$ cat src/rtl/serdesphy_ana_cdr_pkg.sv
// Shared types for the 4x-oversampling CDR: FSM state and phase-detector vote encodings.
package serdesphy_ana_cdr_pkg;

  typedef enum logic [1:0] {
    ST_IDLE    = 2'd0,
    ST_ACQUIRE = 2'd1,
    ST_LOCKED  = 2'd2
  } cdr_state_t;

  typedef enum logic [1:0] {
    VOTE_NONE = 2'd0,
    VOTE_UP   = 2'd1,
    VOTE_DOWN = 2'd2
  } vote_t;

  localparam logic [1:0] PHASE_RESET = 2'd2;

  function automatic logic [2:0] popcount4(input logic [3:0] v);
    popcount4 = 3'(v[0]) + 3'(v[1]) + 3'(v[2]) + 3'(v[3]);
  endfunction

endpackage

$ cat src/rtl/serdesphy_ana_cdr_phase_det.sv
// Combinational edge detector and early/late voter for one 4-sample word.
module serdesphy_ana_cdr_phase_det
  import serdesphy_ana_cdr_pkg::*;
(
  input  logic [3:0] rx_samples,
  input  logic       prev_s3,
  input  logic [1:0] phase_sel,
  output vote_t      vote,
  output logic       has_edge,
  output logic       multi_edge
);

  logic [3:0] e;
  logic [2:0] n_edges;
  logic [1:0] k;
  logic [1:0] ph_late;
  logic [1:0] ph_early;

  always_comb begin
    e = {rx_samples[3] ^ rx_samples[2],
         rx_samples[2] ^ rx_samples[1],
         rx_samples[1] ^ rx_samples[0],
         rx_samples[0] ^ prev_s3};
    n_edges    = popcount4(e);
    has_edge   = |e;
    multi_edge = (n_edges > 3'd1);
    ph_late    = phase_sel + 2'd1;
    ph_early   = phase_sel + 2'd3;
    k = 2'd0;
    for (int i = 0; i < 4; i++) begin
      if (e[i]) k = 2'(i);
    end
    // Edges at phase_sel or opposite it carry no timing information.
    vote = VOTE_NONE;
    if (n_edges == 3'd1) begin
      if (k == ph_late)       vote = VOTE_UP;
      else if (k == ph_early) vote = VOTE_DOWN;
    end
  end

endmodule

$ cat src/rtl/serdesphy_ana_cdr.sv
// Digital CDR: picks one of four oversampled phases with an integrating
// phase detector, and tracks lock with stable-cycle and edge-free counters.
//
// state    | meaning
// ST_IDLE  | disabled or first enabled cycle; counters cleared, outputs at reset values
// ST_ACQUIRE | tracking phase, counting step-free cycles toward lock
// ST_LOCKED | cdr_lock high; wrap slip or edge starvation drops back to ACQUIRE
module serdesphy_ana_cdr
  import serdesphy_ana_cdr_pkg::*;
#(
  parameter int LOCK_COUNT    = 240,
  parameter int INT_THRESH    = 8,
  parameter int NO_EDGE_LIMIT = 64
) (
  input  logic       clk_240m,
  input  logic       rst,
  input  logic       enable,
  input  logic [3:0] rx_samples,
  output logic       rx_bit,
  output logic       rx_bit_valid,
  output logic [1:0] phase_sel,
  output logic       cdr_lock,
  output logic       slip,
  output logic       edge_err
);

  localparam logic signed [4:0] INT_POS    = 5'(INT_THRESH);
  localparam logic signed [4:0] INT_NEG    = -INT_POS;
  localparam logic [9:0]        STABLE_TC  = 10'(LOCK_COUNT - 1);
  localparam logic [6:0]        NO_EDGE_TC = 7'(NO_EDGE_LIMIT);

  cdr_state_t        state;
  logic signed [4:0] integ;
  logic [9:0]        stable_cnt;
  logic [6:0]        no_edge_cnt;
  logic              prev_s3;

  vote_t             vote;
  logic              has_edge;
  logic              multi_edge;
  logic signed [4:0] integ_sum;
  logic              step_up;
  logic              step_dn;
  logic              wrap;
  logic [1:0]        phase_nxt;
  logic [6:0]        no_edge_nxt;

  serdesphy_ana_cdr_phase_det u_phase_det (
    .rx_samples (rx_samples),
    .prev_s3    (prev_s3),
    .phase_sel  (phase_sel),
    .vote       (vote),
    .has_edge   (has_edge),
    .multi_edge (multi_edge)
  );

  always_comb begin
    integ_sum = integ;
    if (vote == VOTE_UP)        integ_sum = integ + 5'sd1;
    else if (vote == VOTE_DOWN) integ_sum = integ - 5'sd1;
    step_up   = (vote == VOTE_UP)   && (integ_sum == INT_POS);
    step_dn   = (vote == VOTE_DOWN) && (integ_sum == INT_NEG);
    phase_nxt = phase_sel;
    if (step_up)      phase_nxt = phase_sel + 2'd1;
    else if (step_dn) phase_nxt = phase_sel - 2'd1;
    wrap = (step_up && phase_sel == 2'd3) || (step_dn && phase_sel == 2'd0);
    if (has_edge)                 no_edge_nxt = 7'd0;
    else if (&no_edge_cnt)        no_edge_nxt = no_edge_cnt;
    else                          no_edge_nxt = no_edge_cnt + 7'd1;
  end

  always_ff @(posedge clk_240m or posedge rst) begin
    if (rst) begin
      state        <= ST_IDLE;
      integ        <= '0;
      stable_cnt   <= '0;
      no_edge_cnt  <= '0;
      prev_s3      <= 1'b0;
      phase_sel    <= PHASE_RESET;
      rx_bit       <= 1'b0;
      rx_bit_valid <= 1'b0;
      cdr_lock     <= 1'b0;
      slip         <= 1'b0;
      edge_err     <= 1'b0;
    end else if (!enable) begin
      // phase_sel, integ and prev_s3 hold so tracking resumes where it left off
      state        <= ST_IDLE;
      stable_cnt   <= '0;
      no_edge_cnt  <= '0;
      rx_bit       <= 1'b0;
      rx_bit_valid <= 1'b0;
      cdr_lock     <= 1'b0;
      slip         <= 1'b0;
      edge_err     <= 1'b0;
    end else begin
      prev_s3      <= rx_samples[3];
      rx_bit       <= 1'b0;
      rx_bit_valid <= 1'b0;
      slip         <= 1'b0;
      edge_err     <= 1'b0;
      case (state)
        ST_IDLE: begin
          state       <= ST_ACQUIRE;
          stable_cnt  <= '0;
          no_edge_cnt <= '0;
          cdr_lock    <= 1'b0;
        end
        default: begin
          rx_bit       <= rx_samples[phase_sel];
          rx_bit_valid <= 1'b1;
          edge_err     <= multi_edge;
          slip         <= wrap;
          integ        <= (step_up || step_dn) ? 5'sd0 : integ_sum;
          phase_sel    <= phase_nxt;
          no_edge_cnt  <= no_edge_nxt;
          if (state == ST_ACQUIRE) begin
            if (step_up || step_dn) begin
              stable_cnt <= '0;
            end else if (stable_cnt == STABLE_TC) begin
              state    <= ST_LOCKED;
              cdr_lock <= 1'b1;
            end else begin
              stable_cnt <= stable_cnt + 10'd1;
            end
          end else if (wrap || no_edge_nxt == NO_EDGE_TC) begin
            state       <= ST_ACQUIRE;
            cdr_lock    <= 1'b0;
            stable_cnt  <= '0;
            no_edge_cnt <= '0;
          end
        end
      endcase
    end
  end

endmodule

$ cat config.mk
export PLATFORM = sky130hd
export DESIGN_NAME = serdesphy_ana_cdr
export DESIGN_NICKNAME = d
export VERILOG_FILES = /design/src/rtl/serdesphy_ana_cdr_pkg.sv /design/src/rtl/serdesphy_ana_cdr_phase_det.sv /design/src/rtl/serdesphy_ana_cdr.sv
export SDC_FILE = /design/constraint.sdc
export NUM_CORES = 1
export LEC_CHECK = 0
export ABC_AREA = 1
export CAP_MARGIN = 5
export CORE_ASPECT_RATIO = 1.75
export CORE_MARGIN = 3
export CORE_UTILIZATION = 50
export CTS_BUF_LIST = sky130_fd_sc_hd__clkbuf_8
export DETAILED_ROUTE_END_ITERATION = 16
export GPL_ROUTABILITY_DRIVEN = 0
export PLACE_DENSITY = 0.69
export SLEW_MARGIN = 20
export SYNTH_ARGS = -nofsm -noshare
export SYNTH_HDL_FRONTEND = slang
export SYNTH_SLANG_ARGS = --single-unit
$ cat constraint.sdc
create_clock -name clk_240m -period 9.8 [get_ports clk_240m]
set_clock_uncertainty 0.15 [all_clocks]
set_input_delay 0.98 -clock clk_240m [delete_from_list [all_inputs] [get_ports clk_240m]]
set_output_delay 0.98 -clock clk_240m [all_outputs]
set_load 0.05 [all_outputs]
==> impl_metrics.py <==
metrics = {
    "global_routing": {
        "total_gr_overflow": 0,
        "antenna_found_initial": 0,
        "grt_first_pass_wirelength_um": 8140,
        "grt_max_degree": 32,
        "first_global_vias": 1874,
        "grt_usage_pct": 19.5,
    },
    "sta": {
        "hold_ws_ps": 337,
        "final_max_slew_viol_count": 0,
        "rsz_0062_raised_after_global_routing": "no",
        "worst_pin_slew_ps": 560,
        "count_of_final_setup_violators": 0,
        "totalNegativeSetupSlack_ps": 0,
        "max-slew-margin-rel_pct": 62.4,
        "hold_viol_final": 0,
        "period_share_pct": 46.5,
        "finalCriticalPeriod_ps": 4560,
        "max_clock_freq_mhz": 220,
    },
    "critical_path": {
        "critical_path.startpoint_type": "input port",
        "path_max_fanout": 11,
        "critical_path_class": "input port to register",
        "critical_path_required_ps": 9830,
        "crit_arrival_ps": 4580,
        "timing.critical_path.to_type": "register",
    },
    "die": {
        "dieArea_mm2": 0.00531,
        "dieHeight_um": 94.1,
        "initial_core_utilization_pct": 52.5,
        "row_count": 31,
        "design.core.area_mm2": 0.00423,
        "io_pins": 14,
        "die_w_um": 56.4,
    },
    "cts": {
        "clock_sink_count": 31,
        "cts.reportedPaths.clkPinSlew_ps": 60,
        "cts-buffers-inserted": 5,
        "cts-root-to-sink-buffers": 2,
        "clock_tree_from_tritoncts": "built",
        "cts_root_buf": "clkbuf_8",
        "clock_latency_ps": 280,
        "holdBufCountCts": 0,
        "cts_setup_buffers": 0,
        "cts.repair.resized": 0,
        "htree_num_levels": 2,
    },
    "route": {
        "postRouteWirelength_um": 4560,
        "drtPass1Iterations": 4,
        "route.antenna.remaining_nets": 0,
        "via_per_inst": 5.09,
        "drt-wirelength-per-cell_um": 12.3,
        "drtIter0Drc": 38,
        "drc_errors": 0,
        "routed-via-count": 1888,
    },
    "synthesis": {
        "seq_area_frac_synth_pct": 35.0,
        "ys.warnings.count": 0,
        "largest_area_contributor_in_the_synthesized_netlist": "dfrtp_1",
        "synthesized_netlist_net_count": 321,
        "syn_inst": 303,
        "yosysTopAreaCellShare_pct": 33.8,
        "yosysUniqueCellTypes": 31,
        "top_cells_by_area_in_the_synthesized_netlist": "dfrtp_1 34%, nand2_1 12%, inv_1 7.4%, nand3_1 7.2%, ha_1 5.6%",
        "synth.ff_latch_count": 31,
        "netlist_area_mm2": 0.00222,
        "syn_area_per_cell_um2": 7.33,
    },
    "placement": {
        "place.port_buffers": 13,
        "dp_hpwl_um": 3590,
    },
    "final_layout": {
        "area_growth_syn_to_layout_pct": 12.2,
        "antenna_cells": 0,
        "fillerInstances": 414,
        "layout-drive-gt1-share_pct": 13.0,
        "fin_nets": 340,
    },
    "power": {
        "p_leak_nw": 1.32,
        "power.switching_fraction_pct": 42.2,
        "worst_ir_drop_vdd_mv": 0.119,
        "comb_power_share_pct": 43.0,
        "power_report.internal_total_mw": 0.265,
        "power_per_cell_area_mw_per_mm2": 184,
        "net-switching-power_mw": 0.194,
        "share_clk_of_total_power_pct": 22.0,
        "seq_power_share_pct": 35.0,
    },
    "run": {
        "max_cap_viol_count": 0,
    },
    "hold_path": {
        "hp-class": "register to register",
    },
    "status": {
        "result_of_the_run": "complete, no violations",
    },
}
-- flip-flops by register name, indices dropped and copies added (netlist names) --
name,count
slip,1
rx_bit,1
edge_err,1
rx_bit_valid,1
state,1
stable_cnt,10
cdr_lock,1
phase_sel,2
no_edge_cnt,7
integ,5
prev_s3,1
-- per-layer routing --
metal | share of wire, % | routed length, um | GRT usage (%) | vias up
met5 | 0 | 0 | 0 | -
met4 | 3.3 | 150 | 9.70 | 0
met3 | 1.8 | 83 | 3.85 | 12
met2 | 57 | 2600 | 36.7 | 22
met1 | 38 | 1720 | 20.1 | 865
li1 | - | - | - | 989
-- power by group through the flow --
stage | Sequential [mW] | Combinational, mW | Clock [mW]
2_1_floorplan | 0.176 | 0.139 | 0
3_3_place_gp | 0.163 | 0.197 | 0
3_5_place_dp | 0.163 | 0.198 | 0
4_1_cts | 0.161 | 0.199 | 0.103
5_1_grt | 0.164 | 0.223 | 0.109
6_report | 0.161 | 0.197 | 0.101
-- final timing paths --
check	from	to	slack, ps	depth (start not counted)
min reg2reg	stable_cnt[5]$_DFFE_PP0P_	stable_cnt[5]$_DFFE_PP0P_	340	2
max	rx_samples[0]	stable_cnt[5]$_DFFE_PP0P_	5240	24
max in group asynchronous	rst	phase_sel[1]$_DFFE_PP1P_	8240	3
min in group asynchronous	rst	stable_cnt[5]$_DFFE_PP0P_	930	3
min	stable_cnt[5]$_DFFE_PP0P_	stable_cnt[5]$_DFFE_PP0P_	340	2
max reg2reg	prev_s3$_DFFE_PP0P_	stable_cnt[5]$_DFFE_PP0P_	6140	21
-- layout make-up --
class                           count  area, um^2  area share, %
Timing Repair Buffer               14         138           5.52
Sequential cell                    31         777           31.2
Clock inverter                      1        5.00          0.201
Inverter                           47         179           7.18
Multi-Input combinational cell    223        1250           50.1
Tap cell                           49        61.3           2.46
Clock buffer                        6        82.6           3.31
-- metrics by stage --
step	cell area, um^2	util [%]	cells	power [mW]	setup WS [ps]
detailed placement	2400	56.9	364	0.362	4910
floorplan	2220	-	303	0.314	5670
finish	2490	58.9	371	0.459	5240
global route	2490	58.9	371	0.496	4880
CTS	2490	58.9	371	0.463	5220
global placement	2400	56.9	364	0.360	5000
-- cells in the mapped netlist, drive strengths merged --
library cell,count
a21oi,9
buf,1
clkbuf,1
dfrtp,30
dfstp,1
fa,1
ha,10
inv,47
nand2,93
nand3,33
nand3b,1
nand4,5
nor2,34
nor3,4
nor4,2
o21ai,12
o22ai,1
or2,1
or3,1
xnor2,3
xor2,13
-- placed cells by master, fill, tap and decap left out, types with 3 or more instances in the layout --
master / synthesis / layout
nand2_1: 71 / 71
inv_1: 44 / 44
nand3_1: 32 / 32
dfrtp_1: 30 / 30
nor2_1: 29 / 29
nand2_2: 18 / 18
xor2_1: 13 / 13
clkdlybuf4s50_1: 0 / 13
o21ai_0: 11 / 11
ha_1: 10 / 10
a21oi_1: 9 / 9
clkbuf_8: 0 / 6
nand2_4: 4 / 4
nor3_1: 4 / 4
nand4_1: 4 / 4
nor2_2: 3 / 3
xnor2_1: 3 / 3
-- kinds of logic (layout without fill, tap and decap cells) --
family / Yosys count / after routing / synth area share, %
AND/OR/NAND/NOR: 174 / 174 / 38.4
adder cells (fa/ha/maj): 11 / 11 / 6.54
AO/OA/AOI/OAI: 22 / 22 / 5.02
XOR/XNOR: 16 / 16 / 6.31
buffers and inverters: 49 / 68 / 8.74
flip-flops: 31 / 31 / 35.0
-- worst max-delay path, stage by stage --
cell             delay (ps)
clkdlybuf4s50_1         530
nand2_1                  80
nand2_2                  90
inv_1                    50
ha_1                    260
inv_1                    50
fa_1                    390
inv_1                    70
ha_1                    210
or3_1                   400
inv_1                   130
nand2_4                  80
nor2_8                  120
inv_4                    60
nand2_1                  60
nand2_1                  80
nor2_2                  150
nand3_1                 190
nand2_2                 140
nor2_2                   50
nand2_4                 110
nand2_4                 140
nand2_1                  90
nand2_1                  50
(Power assumes the default switching activity.)
